--- src/rtl/bcd_to_binary_seq.sv ---
// Sequential BCD-to-binary converter using reverse double dabble.
// Valid/ready on both sides; one shift/correct iteration per clock.
module bcd_to_binary_seq #(
  parameter int DIGITS = 3,
  parameter int BIN_W  = 10
) (
  input  logic                  clk,
  input  logic                  rst,
  input  logic [4*DIGITS-1:0]   bcd_in,
  input  logic                  in_valid,
  output logic                  in_ready,
  output logic [BIN_W-1:0]      bin_out,
  output logic                  err,
  output logic                  out_valid,
  input  logic                  out_ready
);

  localparam int BW = 4 * DIGITS;
  localparam int SW = BW + BIN_W;
  localparam int CW = $clog2(BIN_W + 1);

  typedef enum logic [1:0] {
    IDLE,
    CONV,
    DONE
  } state_t;

  state_t        state;
  state_t        state_nx;
  logic [SW-1:0] sreg;
  logic [SW-1:0] step;
  logic [CW-1:0] cnt;
  logic          err_flag;
  logic          bad_digit;
  logic          last_iter;

  assign in_ready  = (state == IDLE);
  assign last_iter = (cnt == CW'(BIN_W - 1));

  // Shift, then pull each BCD nibble back from >=8 into base-2 range.
  always_comb begin
    step = sreg >> 1;
    for (int i = 0; i < DIGITS; i++) begin
      if (step[BIN_W+4*i +: 4] >= 4'd8)
        step[BIN_W+4*i +: 4] = step[BIN_W+4*i +: 4] - 4'd3;
    end
  end

  always_comb begin
    bad_digit = 1'b0;
    for (int i = 0; i < DIGITS; i++) begin
      if (bcd_in[4*i +: 4] > 4'd9)
        bad_digit = 1'b1;
    end
  end

  always_ff @(posedge clk) begin
    if (rst) state <= IDLE;
    else     state <= state_nx;
  end

  always_comb begin
    state_nx = state;
    unique case (state)
      IDLE:    if (in_valid)  state_nx = CONV;
      CONV:    if (last_iter) state_nx = DONE;
      DONE:    if (out_ready) state_nx = IDLE;
      default: state_nx = IDLE;
    endcase
  end

  always_ff @(posedge clk) begin
    if (rst) begin
      sreg      <= '0;
      cnt       <= '0;
      err_flag  <= 1'b0;
      bin_out   <= '0;
      err       <= 1'b0;
      out_valid <= 1'b0;
    end else begin
      unique case (state)
        IDLE: begin
          if (in_valid) begin
            sreg     <= {bcd_in, BIN_W'(0)};
            err_flag <= bad_digit;
            cnt      <= '0;
          end
        end
        CONV: begin
          sreg <= step;
          cnt  <= cnt + CW'(1);
          if (last_iter) begin
            out_valid <= 1'b1;
            bin_out   <= err_flag ? '0 : step[BIN_W-1:0];
            err       <= err_flag;
          end
        end
        DONE: begin
          if (out_ready) out_valid <= 1'b0;
        end
        default: ;
      endcase
    end
  end

endmodule

--- config.mk ---
export PLATFORM = sky130hd
export DESIGN_NAME = bcd_to_binary_seq
export DESIGN_NICKNAME = d
export VERILOG_FILES = /design/src/rtl/bcd_to_binary_seq.sv
export SDC_FILE = /design/constraint.sdc
export NUM_CORES = 1
export LEC_CHECK = 0
export ABC_CLOCK_PERIOD_IN_PS = 1200
export CORE_MARGIN = 2
export CORE_UTILIZATION = 40
export CTS_BUF_LIST = sky130_fd_sc_hd__clkbuf_8
export DETAILED_ROUTE_END_ITERATION = 8
export SYNTH_ARGS = -nofsm -noshare
export SYNTH_HDL_FRONTEND = slang
export SYNTH_SLANG_ARGS = --single-unit
--- constraint.sdc ---
create_clock -name clk -period 1.2 [get_ports clk]
set_input_delay 0.12 -clock clk [delete_from_list [all_inputs] [get_ports clk]]
set_output_delay 0.12 -clock clk [all_outputs]
set_load 0.03 [all_outputs]
After elaboration in Yosys (flattened, before gate mapping)

Index checks and enable logic that the tools add are counted.

Logic and storage cells: 49
Bits in read-only memories: 0
RAM bits: 0
Bits in latches: 0
Input bits: 16
Memories kept: 0
Register bits after elaboration: 41

Bitwise gates (word level): 0
Multipliers: 0
Mux-type cells: 18
Eq/ne operators: 6
Add/sub/neg operators: 4
Reduce and logical (&&, ||, !) cells: 8
Div/mod/pow operators: 0
$lt $le $gt $ge: 6
Shifts and indexed selects: 0

Operator list:

| kind                                                  | number |
|---|---|
| case mux 22 bit (2 select lines)                      | 1 |
| two-way mux 22 bit                                    | 1 |
| two-way mux 4 bit                                     | 4 |
| greater-than comparator 4 bit (second input constant) | 3 |
| two-way mux 10 bit                                    | 1 |
| >= comparator 4 bit (second input constant)           | 2 |
| case mux 4 bit (2 select lines)                       | 1 |
| subtractor 4 x 2 -> 4 bit (second input constant)     | 2 |
| two-way mux 2 bit                                     | 3 |
| inequality test 2 bit (second input constant)         | 3 |
| case mux 2 bit (3 select lines)                       | 1 |
| AND reduction 2 bit                                   | 3 |
| AND reduction 3 bit                                   | 2 |
| two-way mux 1 bit                                     | 5 |
| adder 4 x 1 -> 4 bit (second input constant)          | 1 |
| == test 4 bit (second input constant)                 | 1 |
| >= comparator 3 x 4 -> 1 bit (second input constant)  | 1 |
| nonzero test 2 bit                                    | 2 |
| subtractor 3 x 2 -> 4 bit (second input constant)     | 1 |
| == test 2 x 1 -> 1 bit (second input constant)        | 1 |
| == test 2 bit (second input constant)                 | 1 |
| logical NOT 2 bit                                     | 1 |
| case mux 1 bit (2 select lines)                       | 1 |

Logic depth before layout (Yosys ltp)

Depth after elaboration: 4
Depth in mapped cells: 7
Mapped depth without buffers: 6

Worst setup path before layout

Ideal clock, no wire load.

Path kind: register to register
Start: register cnt[0]
End: register bin_out[1]
Buffers on the path: 1
Clock period less this slack: 1.350 ns
Cell stages (with the launch flop): 7
Arrival time: 1.218 ns
Data required time: 1.068 ns
Setup slack: -0.150 ns
Path through: dfxtp_1 ha_1 nand2_1 or3_4 buf_2 nand2_1 a21oi_1

Word-level cells in the longest chain between the ends: 2

RTL lines:

| what                          | RTL line | text |
|---|---|---|
| from (decl)                   | 32       | `logic [CW-1:0] cnt;` |
| from (signal assigned)        | 91       | `cnt <= cnt + CW'(1);` |
| == test 4 bit                 | 38       | `assign last_iter = (cnt == CW'(BIN_W - 1));` |
| AND reduction 2 bit (no line) | --       |  |
| to (signal assigned)          | 94       | `bin_out <= err_flag ? '0 : step[BIN_W-1:0];` |
| to (decl)                     | 12       | `output logic [BIN_W-1:0] bin_out,` |

Every way passes these cells.
A chain may end at the register's enable or synchronous reset.

Final worst setup path

Start: register state[1]
End: register sreg[11]

Word-level cells in the longest chain between the ends: 3
Elaborated cells between the ends (all ways): 6
Those cells by class: 2 x eq/ne; 1 x mux; 3 x reduce/logical

RTL lines:

| what                                                                         | RTL line | text |
|---|---|---|
| from (decl)                                                                  | 28       | `state_t state;` |
| from (signal assigned)                                                       | 59       | `else state <= state_nx;` |
| == test 2 x 1 -> 1 bit / logical NOT 2 bit (equally long branches)           | 81       | `unique case (state)` |
| nonzero test 2 bit (no line) / inequality test 2 bit (equally long branches) | --       |  |
| AND reduction 2 bit (no line)                                                | --       |  |
| to (signal assigned)                                                         | 84       | `sreg <= {bcd_in, BIN_W'(0)};` |
| to (signal assigned)                                                         | 90       | `sreg <= step;` |
| to (decl)                                                                    | 30       | `logic [SW-1:0] sreg;` |

Several ways; a longest one is shown, not always the timed one.

==> results.cfg <==
[floorplanning]
die_h_um = 71.4
fp.dieArea_um2 = 5100
fp-row-count = 24
initial_core_util_pct = 41.8
io_pins = 29
die_w_um = 71.4
core-area_um2 = 4350

[status]
failed_checks = negative setup slack
status = complete, but fails checks

[setup_path]
cp.arrival_ns = 1.51
endpoint_kind = register
worst_ep_required_time_ns = 1.39
crit_path_start_kind = register
crit_type = register to register
cp_max_fo = 6

[routing]
detail-route-antenna-nets = 0
via_per_inst = 5.18
firstDrtPassIters = 4
dr_total_vias = 1646
drc = 0
drtIter0Drc = 54
wire_per_inst_um = 14.6
wl_mm = 4.66

[global_routing]
grt_pass1_vias = 1594
overflow = 0
grt_pass1_wl_mm = 7.60
antenna_found_initial = 0
grt_max_degree = 41
grt_util_all_layers_pct = 18.9

[yosys]
synthMuxAreaShare_pct = 0.619
synthCells = 211
synth_compound_area_share_pct = 16.9
synth_simple_gate_area_share_pct = 26.4
synth_top_family_by_area = simple AND/OR/NAND/NOR gates
yosysSeqAreaShare_pct = 44.0
synthAdderAreaFrac_pct = 4.13
yosysTopAreaCell = dfxtp_1
ys_top_cells_by_area = dfxtp_1 (44%), nor2_1 (7.2%), a21oi_1 (6.1%)
synth_warnings = 0
synthDistinctLibCells = 34
syn-cell-area_um2 = 1820
avgSynthCellArea_um2 = 8.62
synth_xor_area_share_pct = 1.93
synth_nets = 233
ys_ff_latch = 40
synth_top_area_share_pct = 44.0

[power_and_ir_drop]
power_switching_uw = 772
p_leak_nw = 1.06
comb_power_share_pct = 15.4
clock_power_share_pct = 38.2
swShare_pct = 25.1
ir_worst_vdd_v = 0.000700
p_int_mw = 2.30
power_frac_seq_pct = 46.4
power_density_nw_per_um2 = 1130

[clocking]
cts_tree = built
cts_inserted_buffers = 5
holdBufCountCts = 0
worst_skew_pair.late_latency_ns = 0.29
cts.path.max_buffers = 2
cts_root_buf = clkbuf_8
cts_htree_levels = 2
clkTransAtPathRegs_ns = 0.08
cts_sinks = 40

[finish]
area_delta_synth_final_pct = 49.3
fillCellCount = 387
regArea_um2 = 816
multi_input_area_um2 = 1110
fin_nets = 287
final_area_um2 = 2720
drive_gt1_share_pct = 35.0
num_antenna_cells = 0

[placed_design]
gp_congestion = 0.833
detailed_place.area_um2 = 2340
io_buffers = 28
dp_hpwl_mm = 2.81

[flow_run]
maxCapViolations = 0

[sta]
slew-limit-headroom_pct = 76.0
rsz0062_at_grt = yes
holdWs_ns = 0.436
hold_violations = 0
final-setup-viol-count = 29
max_clock_freq_ghz = 0.759
timing.final.crit_share_pct = 110
slew_violations = 0
final.min_clock_period_ns = 1.32
finalSetupTns_ns = -0.916
fin_skew_ns = 0.00592
setup_slack_ns = -0.117
worst_slew_pin_slew_ns = 0.360

[hold_path]
min_path_type = input pin to register
[per-stage QoR]
step / total power, mW / worst slack (ns) / cells / utilization, %
after global placement: 1.84 / -0.293 / 300 / 53.7
after CTS: 3.06 / -0.133 / 316 / 59.5
after global routing: 3.20 / -0.171 / 318 / 62.4
after detailed placement: 1.84 / -0.317 / 300 / 53.7
after floorplan: 1.68 / -0.0597 / 211 / -
final: 3.07 / -0.117 / 318 / 62.4
[final cells by class]
cell class | count | area share, %
clock buffers | 6 | 3.04
clock inverters | 2 | 1.43
inverters | 5 | 0.691
multi-input cells | 154 | 41.0
flip-flops and latches | 40 | 30.0
well taps | 52 | 2.40
repair buffers | 59 | 21.4
[what timing repair did]
| item | in CTS | in global routing |
|---|---|---|
| gates resized for setup | 37 | 28 |
| pin swaps | 13 | 24 |
| setup endpoints to repair | 52 | 43 |
| cloned | 2 | 2 |
| buffers inserted | 6 | 1 |
[path summary, 6_finish.rpt]
path / slack, ns / startpoint / endpoint / cells after the start
max: -0.12 / state[1] / sreg[11] / 4
min: 0.44 / bcd_in[8] / sreg[18] / 3
max reg2reg: -0.12 / state[1] / sreg[11] / 4
min reg2reg: 0.45 / bin_out[7] / bin_out[7] / 2
[cell usage in the layout, fill, tap and decap left out, types with 10 or more instances in the layout]
cell type / count
nand2_1: 17
buf_4: 17
dfxtp_1: 34
dlygate4sd2_1: 10
nand3b_1: 13
nor2_1: 28
clkdlybuf4s50_1: 15
a22oi_2: 11
a21oi_1: 15
buf_6: 12
[worst max-delay path: stages (launching register included)]
cell      delay, ns
dfxtp_4        0.37
buf_6          0.12
nor3b_4        0.34
nand2_1        0.09
a311oi_1       0.29
[registers in the layout, indices dropped and copies added (netlist names)]
name / cells
sreg: 21
err_flag: 1
state: 2
cnt: 4
bin_out: 10
err: 1
out_valid: 1
[cell families after synthesis]
kind of cell    Yosys count
simple gates             91
xor+xnor                  4
buf+inv                  20
mux                       1
fa+ha+maj                 6
flops                    40
compound gates           49
[per-layer routing]
metal,share of wire (%),vias to the layer above,track usage (%),routed length [µm]
met5,0,-,0,0
met4,1.4,0,7.13,64
met3,3.4,5,4.50,160
met2,47,22,29.3,2180
met1,48,772,25.6,2260
li1,-,847,-,-
[Yosys cell counts, drive strengths merged]
cell / instances
or3: 1
nor2b: 1
a211oi: 1
a31oi: 2
xor2: 2
inv: 5
a221oi: 2
ha: 6
nor3b: 1
nor4: 5
nand4: 2
o21ai: 6
a311oi: 4
dfxtp: 40
or3b: 2
nand2: 20
clkbuf: 5
nand3: 1
mux2: 1
nand2b: 5
or2: 2
a22oi: 12
nor2: 35
xnor2: 2
a21oi: 22
nor3: 3
nand3b: 13
buf: 10
[power by group through the flow]
stage	registers, mW	logic, mW	clock network [mW]
2_1_floorplan	1.44	0.245	0
3_3_place_gp	1.45	0.382	0
3_5_place_dp	1.45	0.384	0
4_1_cts	1.42	0.437	1.20
5_1_grt	1.43	0.519	1.25
6_report	1.43	0.473	1.18
No activity file was read; power rests on OpenSTA's default activity.
